==> src/rtl/propagation_monitor_if.sv <==
// Signal bundle between the pulser/timer front end and the propagation monitor.
// The master side drives the stimulus; the slave side is the monitor itself.
interface propagation_monitor_if;
  logic        Pulser_Trigger_Request;
  logic        Pulse_Measurement_Done;
  logic [15:0] Pulse_Propagation_Counter;
  logic        Pulser_IC_Error;
  logic [15:0] Low_Limit;
  logic [15:0] High_Limit;
  logic        Stats_Clear;
  logic [15:0] Avg_Propagation;
  logic        Avg_Valid;
  logic [15:0] Min_Propagation;
  logic [15:0] Max_Propagation;
  logic [15:0] Sample_Count;
  logic        Window_Error;
  logic        Timeout_Error;
  logic        Busy;

  modport master (
    output Pulser_Trigger_Request, Pulse_Measurement_Done, Pulse_Propagation_Counter,
           Pulser_IC_Error, Low_Limit, High_Limit, Stats_Clear,
    input  Avg_Propagation, Avg_Valid, Min_Propagation, Max_Propagation, Sample_Count,
           Window_Error, Timeout_Error, Busy
  );

  modport slave (
    input  Pulser_Trigger_Request, Pulse_Measurement_Done, Pulse_Propagation_Counter,
           Pulser_IC_Error, Low_Limit, High_Limit, Stats_Clear,
    output Avg_Propagation, Avg_Valid, Min_Propagation, Max_Propagation, Sample_Count,
           Window_Error, Timeout_Error, Busy
  );
endinterface

==> src/rtl/propagation_monitor.sv <==
// Captures one propagation count per trigger, filters it against a window and keeps
// running min/max/count plus a block average over 2**AVG_LOG2 accepted samples.
module propagation_monitor #(
  parameter int unsigned AVG_LOG2       = 3,
  parameter logic [15:0] TIMEOUT_CYCLES = 16'd50000
) (
  input logic                   clk,
  input logic                   reset,
  propagation_monitor_if.slave  bus
);

  localparam int unsigned AccW = 16 + AVG_LOG2;
  localparam int unsigned BlkW = AVG_LOG2 + 1;
  localparam logic [BlkW-1:0] BlkFull = BlkW'(1 << AVG_LOG2);
  localparam logic [15:0] TimeoutLast = TIMEOUT_CYCLES - 16'd1;

  typedef enum logic [1:0] {StIdle, StWaitDone, StCapture} state_e;

  state_e          state_q, state_d;
  logic [15:0]     tmo_q, tmo_d;
  logic            trig_q, done_q;
  logic            trig_rise, done_rise, timeout_set;

  logic [AccW-1:0] acc_q, acc_d, acc_sum;
  logic [BlkW-1:0] blk_q, blk_d, blk_inc;
  logic [15:0]     cnt_q, cnt_d, min_q, min_d, max_q, max_d, avg_q, avg_d;
  logic            avg_valid_q, avg_valid_d, win_err_q, win_err_d, tmo_err_q, tmo_err_d;
  logic [15:0]     sample;
  logic            capture, in_window, accept, block_done;

  assign trig_rise = bus.Pulser_Trigger_Request & ~trig_q;
  assign done_rise = bus.Pulse_Measurement_Done & ~done_q;

  always_comb begin
    state_d     = state_q;
    tmo_d       = tmo_q;
    timeout_set = 1'b0;
    unique case (state_q)
      StIdle: begin
        if (trig_rise) begin
          state_d = StWaitDone;
          tmo_d   = '0;
        end
      end
      StWaitDone: begin
        tmo_d = tmo_q + 16'd1;
        if (bus.Pulser_IC_Error) begin
          state_d = StIdle;
        end else if (done_rise) begin
          state_d = StCapture;
        end else if (trig_rise) begin
          tmo_d = '0;
        end else if (tmo_q == TimeoutLast) begin
          state_d     = StIdle;
          timeout_set = 1'b1;
        end
      end
      StCapture: begin
        // A fresh trigger arriving during the capture cycle starts the next measurement.
        if (trig_rise) begin
          state_d = StWaitDone;
          tmo_d   = '0;
        end else begin
          state_d = StIdle;
        end
      end
      default: state_d = StIdle;
    endcase
  end

  assign sample     = bus.Pulse_Propagation_Counter;
  assign capture    = (state_q == StCapture);
  assign in_window  = (sample >= bus.Low_Limit) && (sample <= bus.High_Limit);
  assign accept     = capture && in_window && !bus.Stats_Clear;
  assign acc_sum    = acc_q + AccW'(sample);
  assign blk_inc    = blk_q + BlkW'(1);
  assign block_done = accept && (blk_inc == BlkFull);

  always_comb begin
    acc_d       = acc_q;
    blk_d       = blk_q;
    cnt_d       = cnt_q;
    min_d       = min_q;
    max_d       = max_q;
    avg_d       = avg_q;
    avg_valid_d = block_done;
    // Flag-setting events beat a same-cycle clear.
    win_err_d   = (win_err_q & ~bus.Stats_Clear) | (capture & ~in_window);
    tmo_err_d   = (tmo_err_q & ~bus.Stats_Clear) | timeout_set;
    if (bus.Stats_Clear) begin
      acc_d = '0;
      blk_d = '0;
      cnt_d = '0;
      min_d = 16'hFFFF;
      max_d = 16'h0000;
    end else if (accept) begin
      if (block_done) begin
        acc_d = '0;
        blk_d = '0;
        avg_d = acc_sum[AccW-1:AVG_LOG2];
      end else begin
        acc_d = acc_sum;
        blk_d = blk_inc;
      end
      if (cnt_q != 16'hFFFF) cnt_d = cnt_q + 16'd1;
      if (sample < min_q) min_d = sample;
      if (sample > max_q) max_d = sample;
    end
  end

  always_ff @(posedge clk or posedge reset) begin
    if (reset) begin
      state_q     <= StIdle;
      tmo_q       <= '0;
      trig_q      <= 1'b0;
      done_q      <= 1'b0;
      acc_q       <= '0;
      blk_q       <= '0;
      cnt_q       <= '0;
      min_q       <= 16'hFFFF;
      max_q       <= 16'h0000;
      avg_q       <= '0;
      avg_valid_q <= 1'b0;
      win_err_q   <= 1'b0;
      tmo_err_q   <= 1'b0;
    end else begin
      state_q     <= state_d;
      tmo_q       <= tmo_d;
      trig_q      <= bus.Pulser_Trigger_Request;
      done_q      <= bus.Pulse_Measurement_Done;
      acc_q       <= acc_d;
      blk_q       <= blk_d;
      cnt_q       <= cnt_d;
      min_q       <= min_d;
      max_q       <= max_d;
      avg_q       <= avg_d;
      avg_valid_q <= avg_valid_d;
      win_err_q   <= win_err_d;
      tmo_err_q   <= tmo_err_d;
    end
  end

  assign bus.Avg_Propagation = avg_q;
  assign bus.Avg_Valid       = avg_valid_q;
  assign bus.Min_Propagation = min_q;
  assign bus.Max_Propagation = max_q;
  assign bus.Sample_Count    = cnt_q;
  assign bus.Window_Error    = win_err_q;
  assign bus.Timeout_Error   = tmo_err_q;
  assign bus.Busy            = (state_q == StWaitDone);

endmodule

==> src/flat_wrapper.sv <==
// flat-port wrapper written by rule: the top's interface ports become plain ports
module propagation_monitor_flat 
#(
  parameter int unsigned AVG_LOG2       = 3,
  parameter logic [15:0] TIMEOUT_CYCLES = 16'd50000
)
  (clk, reset, bus_Pulser_Trigger_Request, bus_Pulse_Measurement_Done, bus_Pulse_Propagation_Counter, bus_Pulser_IC_Error, bus_Low_Limit, bus_High_Limit, bus_Stats_Clear, bus_Avg_Propagation, bus_Avg_Valid, bus_Min_Propagation, bus_Max_Propagation, bus_Sample_Count, bus_Window_Error, bus_Timeout_Error, bus_Busy);
  propagation_monitor_if bus_i ();
  input logic clk;
  input logic reset;
  input wire logic [$bits(bus_i.Pulser_Trigger_Request)-1:0] bus_Pulser_Trigger_Request;
  input wire logic [$bits(bus_i.Pulse_Measurement_Done)-1:0] bus_Pulse_Measurement_Done;
  input wire logic [$bits(bus_i.Pulse_Propagation_Counter)-1:0] bus_Pulse_Propagation_Counter;
  input wire logic [$bits(bus_i.Pulser_IC_Error)-1:0] bus_Pulser_IC_Error;
  input wire logic [$bits(bus_i.Low_Limit)-1:0] bus_Low_Limit;
  input wire logic [$bits(bus_i.High_Limit)-1:0] bus_High_Limit;
  input wire logic [$bits(bus_i.Stats_Clear)-1:0] bus_Stats_Clear;
  output wire logic [$bits(bus_i.Avg_Propagation)-1:0] bus_Avg_Propagation;
  output wire logic [$bits(bus_i.Avg_Valid)-1:0] bus_Avg_Valid;
  output wire logic [$bits(bus_i.Min_Propagation)-1:0] bus_Min_Propagation;
  output wire logic [$bits(bus_i.Max_Propagation)-1:0] bus_Max_Propagation;
  output wire logic [$bits(bus_i.Sample_Count)-1:0] bus_Sample_Count;
  output wire logic [$bits(bus_i.Window_Error)-1:0] bus_Window_Error;
  output wire logic [$bits(bus_i.Timeout_Error)-1:0] bus_Timeout_Error;
  output wire logic [$bits(bus_i.Busy)-1:0] bus_Busy;
  assign bus_i.Pulser_Trigger_Request = bus_Pulser_Trigger_Request;
  assign bus_i.Pulse_Measurement_Done = bus_Pulse_Measurement_Done;
  assign bus_i.Pulse_Propagation_Counter = bus_Pulse_Propagation_Counter;
  assign bus_i.Pulser_IC_Error = bus_Pulser_IC_Error;
  assign bus_i.Low_Limit = bus_Low_Limit;
  assign bus_i.High_Limit = bus_High_Limit;
  assign bus_i.Stats_Clear = bus_Stats_Clear;
  assign bus_Avg_Propagation = bus_i.Avg_Propagation;
  assign bus_Avg_Valid = bus_i.Avg_Valid;
  assign bus_Min_Propagation = bus_i.Min_Propagation;
  assign bus_Max_Propagation = bus_i.Max_Propagation;
  assign bus_Sample_Count = bus_i.Sample_Count;
  assign bus_Window_Error = bus_i.Window_Error;
  assign bus_Timeout_Error = bus_i.Timeout_Error;
  assign bus_Busy = bus_i.Busy;
  propagation_monitor #(.AVG_LOG2(AVG_LOG2), .TIMEOUT_CYCLES(TIMEOUT_CYCLES)) u_core (.clk(clk), .reset(reset), .bus(bus_i));
endmodule
==> config.mk <==
export PLATFORM = sky130hd
export DESIGN_NAME = propagation_monitor_flat
export DESIGN_NICKNAME = d
export VERILOG_FILES = /design/src/rtl/propagation_monitor_if.sv /design/src/rtl/propagation_monitor.sv /design/src/flat_wrapper.sv
export SDC_FILE = /design/constraint.sdc
export NUM_CORES = 1
export LEC_CHECK = 0
export BUFFER_PORTS_ARGS = -buffer_cell sky130_fd_sc_hd__buf_2
export CAP_MARGIN = 25
export CORE_ASPECT_RATIO = 1.5
export CORE_MARGIN = 2
export CORE_UTILIZATION = 50
export CTS_CLUSTER_DIAMETER = 200
export DETAILED_ROUTE_END_ITERATION = 12
export GPL_TIMING_DRIVEN = 0
export PLACE_DENSITY_LB_ADDON = 0.08
export SETUP_SLACK_MARGIN = 0.2
export SYNTH_ARGS = -nofsm -noshare
export SYNTH_HDL_FRONTEND = slang
export SYNTH_SLANG_ARGS = --single-unit
==> constraint.sdc <==
create_clock -name clk -period 3.1 [get_ports clk]
set_input_delay 0.155 -clock clk [delete_from_list [all_inputs] [get_ports clk]]
set_output_delay 0.155 -clock clk [all_outputs]
set_load 0.01 [all_outputs]
# After elaboration in Yosys (flattened, before gate mapping)
# Cells that the tools add are included.
dict set report word_totals {
  wordCells 91
  out_inout_bits 68
  regBits 110
  in_bits 54
}
dict set report classes {
  n_addsub 4
  n_bitwise 11
  n_reduce_logical 18
  n_eq_ne 9
  muxes 32
  order_cmp 4
}
# cell count
set op_table {}
lappend op_table {{16-bit 2-to-1 mux} 13}
lappend op_table {{19-bit 2-to-1 mux} 3}
lappend op_table {{16-bit by 1-bit adder with 16-bit output, second input constant} 2}
lappend op_table {{16-bit case mux with 2 select lines} 1}
lappend op_table {{19-bit by 16-bit adder with 19-bit output} 1}
lappend op_table {{16-bit equality test, second input constant} 1}
lappend op_table {{16-bit >= comparator} 1}
lappend op_table {{16-bit greater-than comparator} 1}
lappend op_table {{16-bit less-or-equal comparator} 1}
lappend op_table {{16-bit < comparator} 1}
lappend op_table {{16-bit != test, second input constant} 1}
lappend op_table {{4-bit 2-to-1 mux} 3}
lappend op_table {{2-bit 2-to-1 mux} 5}
lappend op_table {{2-bit nonzero test} 5}
lappend op_table {{2-bit AND reduction} 4}
lappend op_table {{1-bit 2-to-1 mux} 6}
lappend op_table {{2-bit case mux with 3 select lines} 1}
lappend op_table {{3-bit AND reduction} 2}
lappend op_table {{1-bit bitwise AND} 5}
lappend op_table {{4-bit by 1-bit adder with 4-bit output, second input constant} 1}
lappend op_table {{4-bit equality test, second input constant} 1}
lappend op_table {{1-bit logical AND} 4}
lappend op_table {{2-bit by 1-bit != test with 1-bit output, second input constant} 2}
lappend op_table {{4-bit by 2-bit != test with 1-bit output, second input constant} 1}
lappend op_table {{8 further kinds} 12}

# Depth between registers and ports, before layout
# Gate-level depths: netlist (run 1).
dict set report logic_depth {
  word_depth 8
  mapped_depth 12
  ltp_nobuf 10
}

# Worst setup path before layout (run 1)
# OpenSTA, ideal clock, no wires.
dict set report synth_path {
  path_type {input to register}
  start {in bus_High_Limit[7]}
  end {reg u_core.avg_q[6], in the netlist u_core.bus.Avg_Propagation[6]}
  slack_ns 0.461
  arrival_time_ns 2.512
  cell_stages 11
  required_time_ns 2.973
  setup_time_ns 0.127
  path_buffers 2
  cell_sequence {inv_1 > ha_1 > a21oi_1 > o21ai_1 > a221oi_2 > nor3b_1 > or4_4 > buf_6 > nor3_4 > buf_6 > mux2_1}
}
dict set report synth_between {
  elab_chain_len 6
}
# element line_no
set synth_rtl {}
lappend synth_rtl {{from (decl)} flat_wrapper.sv:16} ;# input wire logic [$bits(bus_i.High_Limit)-1:0] bus_High_Limit;
lappend synth_rtl {{16-bit less-or-equal comparator} propagation_monitor.sv:73} ;# assign in_window = (sample >= bus.Low_Limit) && (sample <= bus.High_Limit);
lappend synth_rtl {{1-bit logical AND} propagation_monitor.sv:73}
lappend synth_rtl {{1-bit logical AND (2 in series)} propagation_monitor.sv:74} ;# assign accept = capture && in_window && !bus.Stats_Clear;
lappend synth_rtl {{1-bit logical AND} propagation_monitor.sv:77} ;# assign block_done = accept && (blk_inc == BlkFull);
lappend synth_rtl {{named net u_core.avg_valid_d} propagation_monitor.sv:27} ;# logic avg_valid_q, avg_valid_d, win_err_q, win_err_d, tmo_err_q, tmo_err_d;
lappend synth_rtl {{3-bit AND reduction (no line)} -}
lappend synth_rtl {{to (signal assigned)} propagation_monitor.sv:136} ;# avg_q <= avg_d;
lappend synth_rtl {{to (decl)} propagation_monitor.sv:26} ;# logic [15:0] cnt_q, cnt_d, min_q, min_d, max_q, max_d, avg_q, avg_d;
# The timed path passes the listed nets, and every way through them passes these cells.
# A chain may end at the register's enable or synchronous reset.

# Worst setup path in the final report (run 1)
dict set report layout_path {
  start {reg u_core.acc_q[0]}
  end {reg u_core.acc_q[16]}
}
dict set report layout_between {
  elab_chain_len 4
}
# element line_no
set layout_rtl {}
lappend layout_rtl {{from (decl)} propagation_monitor.sv:24} ;# logic [AccW-1:0] acc_q, acc_d, acc_sum;
lappend layout_rtl {{from (signal assigned)} propagation_monitor.sv:117} ;# acc_q <= '0;
lappend layout_rtl {{from (signal assigned)} propagation_monitor.sv:131} ;# acc_q <= acc_d;
lappend layout_rtl {{19-bit by 16-bit adder with 19-bit output} propagation_monitor.sv:75} ;# assign acc_sum = acc_q + AccW'(sample);
lappend layout_rtl {{19-bit 2-to-1 mux} propagation_monitor.sv:97} ;# if (block_done) begin
lappend layout_rtl {{19-bit 2-to-1 mux} propagation_monitor.sv:96} ;# end else if (accept) begin
lappend layout_rtl {{19-bit 2-to-1 mux} propagation_monitor.sv:90} ;# if (bus.Stats_Clear) begin
# No other way between the ends. The select of a mux whose other input is x is not followed.

==> results of run 1 <==
[worst max-delay path, cell delays in order (launching register included)]
cell and delay, ps:
dfrtp_1 360, ha_1 200, inv_1 60, fa_1 390, nand2b_1 200, a21oi_2 230
o211ai_1 210, a21boi_1 270, nor2_1 130, or4b_1 520, mux2i_1 140
[flip-flops by register name, summed over array words and instances (netlist names), 2 cells and up]
name,cells
u_core.acc_q,19
u_core.bus.Avg_Propagation,16
u_core.bus.Max_Propagation,16
u_core.bus.Min_Propagation,16
u_core.bus.Sample_Count,16
u_core.tmo_q,16
u_core.blk_q,4
u_core.state_q,2
[cell usage after synthesis, drive strengths merged (16+ instances only)]
library cell	number	area share
nand3	44	0.030
dfstp	16	0.057
nand2	82	0.041
nor2	29	0.015
mux2i	18	0.024
nand4	17	0.015
a22o	18	0.021
ha	82	0.14
mux2	17	0.026
o21ai	66	0.045
inv	73	0.037
dfrtp	94	0.32
and3	16	0.013
a21oi	45	0.032
clkbuf	23	0.012
[power breakdown]
group / total (mW) / internal (mW) / leakage, nW / switching [mW]
Sequential: 1.49 / 1.46 / 1.47 / 0.0213
Combinational: 0.455 / 0.174 / 2.71 / 0.282
Clock: 1.21 / 0.670 / 0.144 / 0.540
[worst paths after layout]
check / start / slack (ps) / cells after the start / end
max in group asynchronous: reset / 1820 / 5 / u_core.bus.Min_Propagation[0]
min in group asynchronous: reset / 410 / 3 / u_core.tmo_q[7]
setup reg to reg: u_core.acc_q[0] / 300 / 10 / u_core.acc_q[16]
setup / recovery: u_core.acc_q[0] / 300 / 10 / u_core.acc_q[16]
hold reg to reg: u_core.bus.Avg_Propagation[1] / 480 / 1 / u_core.bus.Avg_Propagation[1]
hold / removal: bus_Pulse_Propagation_Counter[15] / 140 / 3 / u_core.bus.Min_Propagation[15]
[placed cells by master, fill, tap and decap left out, drive strengths merged, types with 4 or more instances in the layout]
master and n:
nand2 82, ha 82, dfrtp 94, dfstp 16
buf 138, nor2 29, nand4 17, a22o 18
a31oi 10, nor3 13, inv 73, or4 12
dlygate4sd3 4, and3 16, nand3 44, o211ai 8
clkbuf 34, xnor2 14, a21o 12, or3 7
a21oi 45, o31ai 15, nand2b 9, o21ai 66
mux2i 18, o21bai 6, mux2 17, nor2b 5
a211oi 7
[final cells by class]
type | count | area share
clock inverters | 4 | 0.00613
inverters | 74 | 0.0321
plain buffers | 30 | 0.0167
repair buffers | 135 | 0.0865
clock buffers | 11 | 0.0288
well taps | 196 | 0.0280
multi-input cells | 592 | 0.486
flip-flops and latches | 110 | 0.316
[stage by stage]
step	cell area [sq um]	worst slack [ps]	hold WS (ps)	cells
global placement	8270	-160	275	1123
global route	8770	109	152	1152
floorplan	7420	461	186	806
detailed placement	8330	-191	250	1126
finish	8770	304	142	1152
CTS	8700	206	137	1147
[cell families after synthesis]
family / count (synthesis) / share of synthesized area
adders and majority gates: 83 / 0.141
AOI/OAI and AO/OA: 209 / 0.187
buffers and inverters: 104 / 0.0572
muxes: 35 / 0.0501
xor gates and xnor gates: 15 / 0.0177
and+or+nand+nor: 250 / 0.174
DFF: 110 / 0.374
[layer usage]
layer,wire (um),global-route usage,vias to the layer above
li1,-,-,3213
met1,8150,0.303,3209
met2,10500,0.453,158
met3,759,0.0402,38
met4,608,0.104,0
met5,0,0,-
[repair_timing]
action	in CTS	in global routing
setup endpoints to repair	15	70
pin swaps	1	2
hold endpoints to repair	17	0
gates resized for setup	2	5
hold buffers	4	0
buffers inserted	2	5
==> reports/qor.csv, run 1 <==
stage;metric;value;unit
timing;Final Max Tran Viols;0;
logic_synthesis;post-synthesis instance area;7420;sq um
pwr;P_leak;4.33;nW
cells_and_area;nets@finish;1089;
route;antenna viol nets, final;0;
place;port buffer count;121;
logic_synthesis;Post-Syn Nets;943;
pwr;PnR Total Power;3.15;mW
timing;actual slew at the worst max-slew pin;936;ps
global_routing;initial antenna violation count;0;
critical_path;CP Launch Type;register;
timing;Final Hold Fails;0;
route;number of remaining DRC errors;0;
outcome;run status;complete, no violations;
logic_synthesis;top_reg_cell synth;dfrtp_1;
logic_synthesis;EDFF count, synth;0;
logic_synthesis;FFs w/ async S/R, synth;1.00;
clock_tree;Clk pin slew, worst setup/hold paths;70;ps
clock_tree;Max clock buf depth;2;
pwr;PwrDens;359;nW/um^2
pwr;peak supply drop;0.293;mV
timing;TNS Setup;0;ps
die;number of I/O pins;122;
logic_synthesis;#FFs+latches synth;110;
cells_and_area;area of the multi-input gates;4260;sq um
clock_tree;Root Buffer;clkbuf_16;
die;Std-Cell Rows;54;
timing;period utilization;0.902;
logic_synthesis;Syn Inst Count;806;
clock_tree;H-tree Lvls;3;
route;vias;6618;
logic_synthesis;Synth cell types;68;
critical_path;worst path required time;3380;ps
route;WL/cell;17.4;um
cells_and_area;share of the core filled with cells;0.604;
global_routing;Total GRT Usage;0.257;
timing;worst clock skew;11.5;ps
route;final WL;20000;um
timing;Period minus WS final;2800;ps
global_routing;first-pass GRT wire length;32100;um
global_routing;via count of the first global-routing pass;6637;
route;vias per cell;5.74;
timing;f_max;358;MHz
critical_path;endpoint class of the critical path;register;
clock_tree;Skew-Pair Late Insertion Delay;350;ps
place;dpl hpwl;15500;um
die;die height;153;um
critical_path;worst-path maximum fanout;4;
cells_and_area;layout cells sized above 1;0.204;
logic_synthesis;synthesized area per cell;9.20;sq um
critical_path;CP arrival;3070;ps
cells_and_area;FF+latch area;2770;sq um
cells_and_area;Layout area overhead;18.2;%
die;Core Area;14500;sq um
route;DRT iter0 DRCs;333;
global_routing;GRT overflow;0;
critical_path;classification of the worst setup path;reg2reg;
cells_and_area;Antenna diodes;0;
clock_tree;CTS sink cnt;110;
timing;Final Setup Violations;0;
hold_path;Hold Crit Class;in2reg;
place;gpl congestion;0.910;
run;max cap viols;0;
timing;RSZ-0062 raised after global routing;yes;
die;Die Wd;103;um
logic_synthesis;YS warnings;0;
global_routing;largest net degree at the start of global routing;33;
die;Initial Util;0.511;
clock_tree;CTS buffer count;9;
route;router iterations before antenna repair;4;
die;Die Area;15800;sq um
cells_and_area;number of filler cells placed in the layout;1292;
clock_tree;TritonCTS clock tree;yes;
timing;Max-slew headroom;0.371;
logic_synthesis;sequential share of the synthesized area;0.374;
(Power assumes the default switching activity.)
==> inputs of run 2 (changes only) <==
- CORE_UTILIZATION: 50 -> 45
- SLEW_MARGIN: not set -> 20
==> run 2 against run 1 <==
Via count is 3.3% lower; clock power shrank 9%; non-clock buffer count down 3; design area down 0.11%; utilization is 6.3 points lower; sequential share of layout area barely moved; first-iteration DRC count is 10% higher; power is 3.4% lower; global-route usage shrank 2.3 points; worst setup slack improved by 47 ps; clock skew barely moved; critical endpoint unchanged.
==> reports/qor.csv, run 2 (same netlist as run 1, synthesis figures left out) <==
stage;metric;value;unit;change
cells_and_area;Antenna diodes;0;;unchanged
die;Core Area;16200;sq um;was 14,500 sq um
cells_and_area;number of filler cells placed in the layout;1524;;was 1,292
hold_path;Hold Crit Class;in2reg;;unchanged
cells_and_area;Layout area overhead;18.1;%;was 18.2%
route;vias per cell;5.52;;was 5.74
die;die height;161;um;was 153 um
timing;actual slew at the worst max-slew pin;956;ps;was 936 ps
timing;Final Max Tran Viols;0;;unchanged
timing;Max-slew headroom;0.357;;was 0.371
timing;worst clock skew;11.5;ps;about the same
clock_tree;Max clock buf depth;2;;unchanged
place;port buffer count;121;;unchanged
clock_tree;H-tree Lvls;3;;unchanged
critical_path;worst-path maximum fanout;4;;unchanged
clock_tree;CTS sink cnt;110;;unchanged
critical_path;slowest stage delay, CP;500;ps;was 520 ps
global_routing;initial antenna violation count;0;;unchanged
die;Initial Util;0.458;;was 0.511
die;number of I/O pins;122;;unchanged
route;DRT iter0 DRCs;367;;was 333
route;router iterations before antenna repair;5;;was 4
cells_and_area;commonest non-fill, non-tap cell in the layout;buf_2;;unchanged
timing;Period minus WS final;2750;ps;was 2800 ps
cells_and_area;max reg flops;19;;unchanged
global_routing;GRT overflow;0;;unchanged
global_routing;Total GRT Usage;0.233;;was 0.257
route;Max Used Layer;met4;;unchanged
place;Place WS;-210;ps;was -191 ps
place;dpl hpwl;15000;um;was 15,500 um
global_routing;first-pass GRT wire length;32400;um;was 32,100 um
clock_tree;Clk pin slew, worst setup/hold paths;70;ps;about the same
critical_path;worst path required time;3380;ps;about the same
pwr;PnR Total Power;3.04;mW;was 3.15 mW
critical_path;FF-to-FF Start;u_core.acc_q[0];;unchanged
critical_path;CP arrival;3030;ps;was 3070 ps
critical_path;classification of the worst setup path;reg2reg;;unchanged
route;WL/cell;16.9;um;was 17.4 um
pwr;PwrDens;347;nW/um^2;was 359 nW/um^2
pwr;peak supply drop;0.259;mV;was 0.293 mV
die;Std-Cell Rows;57;;was 54
critical_path;worst setup path startpoint;u_core.acc_q[0];;unchanged
timing;setup ws final;351;ps;was 304 ps
route;met1 WL;8450;um;was 8150 um
critical_path;slowest cell on the critical path;or4b_1;;unchanged
critical_path;buffer and inverter count on the worst path;1;;unchanged
timing;f_max;364;MHz;was 358 MHz
pwr;P_leak;4.30;nW;was 4.33 nW
clock_tree;Root Buffer;clkbuf_16;;unchanged
route;final WL;19600;um;was 20,000 um
timing;Final Setup Violations;0;;unchanged
die;Die Area;17500;sq um;was 15,800 sq um
timing;period utilization;0.887;;was 0.902
die;Die Wd;109;um;was 103 um
critical_path;CP Launch Type;register;;unchanged
route;number of remaining DRC errors;0;;unchanged
cells_and_area;nets@finish;1086;;was 1,089
timing;TNS Setup;0;ps;unchanged
clock_tree;CTS buffer count;9;;unchanged
timing;Final Hold Fails;0;;unchanged
clock_tree;TritonCTS clock tree;yes;;unchanged
route;Detail Route met3 WL;833;um;was 759 um
timing;RSZ-0062 raised after global routing;no;;was yes
cells_and_area;commonest non-fill, non-tap cells in the layout;124 x buf_2, 94 x dfrtp_1, 82 x nand2_1, 82 x ha_1, 72 x inv_1;;unchanged
route;antenna viol nets, final;0;;unchanged
timing;hold_ws;120;ps;was 142 ps
hold_path;HP Start;bus_Pulse_Propagation_Counter[0];;was bus_Pulse_Propagation_Counter[15]
cells_and_area;Reg with most FFs;u_core.acc_q;;unchanged
critical_path;endpoint class of the critical path;register;;unchanged
global_routing;largest net degree at the start of global routing;34;;was 33
critical_path;critical path's top delay family;simple AND/OR/NAND/NOR gates;;unchanged
outcome;run status;complete, no violations;;unchanged
route;met2 WL;9960;um;was 10,500 um
cells_and_area;layout cells sized above 1;0.204;;about the same
global_routing;via count of the first global-routing pass;6371;;was 6,637
run;max cap viols;0;;unchanged
critical_path;CP Cell Sequence;ha_1 > inv_1 > fa_1 > nand2b_1 > a21oi_2 > o211ai_1 > a21boi_2 > nor2_1 > or4b_1 > mux2i_1;;was ha_1 > inv_1 > fa_1 > nand2b_1 > a21oi_2 > o211ai_1 > a21boi_1 > nor2_1 > or4b_1 > mux2i_1
place;gpl congestion;0.821;;was 0.910
route;vias;6400;;was 6,618
clock_tree;Skew-Pair Late Insertion Delay;360;ps;was 350 ps
run 2: changes by cell type in the layout (fill, tap and decap cells not counted), sizes merged:
cell | before | now
bufinv | 1 | 0
clkinvlp | 3 | 4
buf | 138 | 135
run 2: layout make-up:
| type | count | area [sq um] | area share |
|---|---|---|---|
| repair buffers | 132 | 756 | 0.0863 |
| flip-flops and latches | 110 | 2770 | 0.317 |
| clock inverters | 4 | 31.3 | 0.00357 |
| multi-input cells | 592 | 4270 | 0.488 |
| clock buffers | 11 | 243 | 0.0277 |
| inverters | 74 | 282 | 0.0321 |
| well taps | 206 | 258 | 0.0294 |
| plain buffers | 30 | 146 | 0.0167 |
run 2: final timing paths:
path,endpoint,slack (ps),cells after the start
setup reg to reg,u_core.acc_q[16],350,10
min in group asynchronous,u_core.bus.Sample_Count[4],290,3
hold / removal,u_core.bus.Max_Propagation[0],120,3
setup / recovery,u_core.acc_q[16],350,10
max in group asynchronous,u_core.bus.Min_Propagation[7],2100,5
hold reg to reg,u_core.bus.Avg_Propagation[14],480,1
run 2: timing repair:
| item | CTS | global route |
|---|---|---|
| gates cloned | 0 | 0 |
| pin swaps | 1 | 3 |
| buffers inserted | 2 | 1 |
| hold buffers | 4 | 0 |
| endpoints found under the hold margin | 29 | 0 |
| resized for setup | 2 | 8 |
| setup endpoints to repair | 14 | 65 |
run 2: worst min-delay path: cells and delay by family:
| family | cells | cell delay (ps) |
|---|---|---|
| buf+inv | 1 | 150 |
| simple gates | 1 | 70 |
| mux | 1 | 60 |
run 2: power by group:
part	internal (mW)	switching (mW)	total [mW]	leakage, nW
Combinational	0.176	0.280	0.456	2.71
Sequential	1.46	0.0196	1.48	1.47
Clock	0.567	0.537	1.10	0.124
run 2: stage by stage:
step,utilization,cell area [sq um],instances
floorplan,-,7420,806
global placement,0.512,8290,1133
detailed placement,0.517,8370,1137
global route,0.541,8760,1159
CTS,0.538,8710,1158
finish,0.541,8760,1159
run 2: layer usage:
metal  up-vias  global-route usage
li1       3213                   -
met2       134               0.411
met1      3030               0.292
met4         0              0.0624
met3        23              0.0387
met5         -                   0
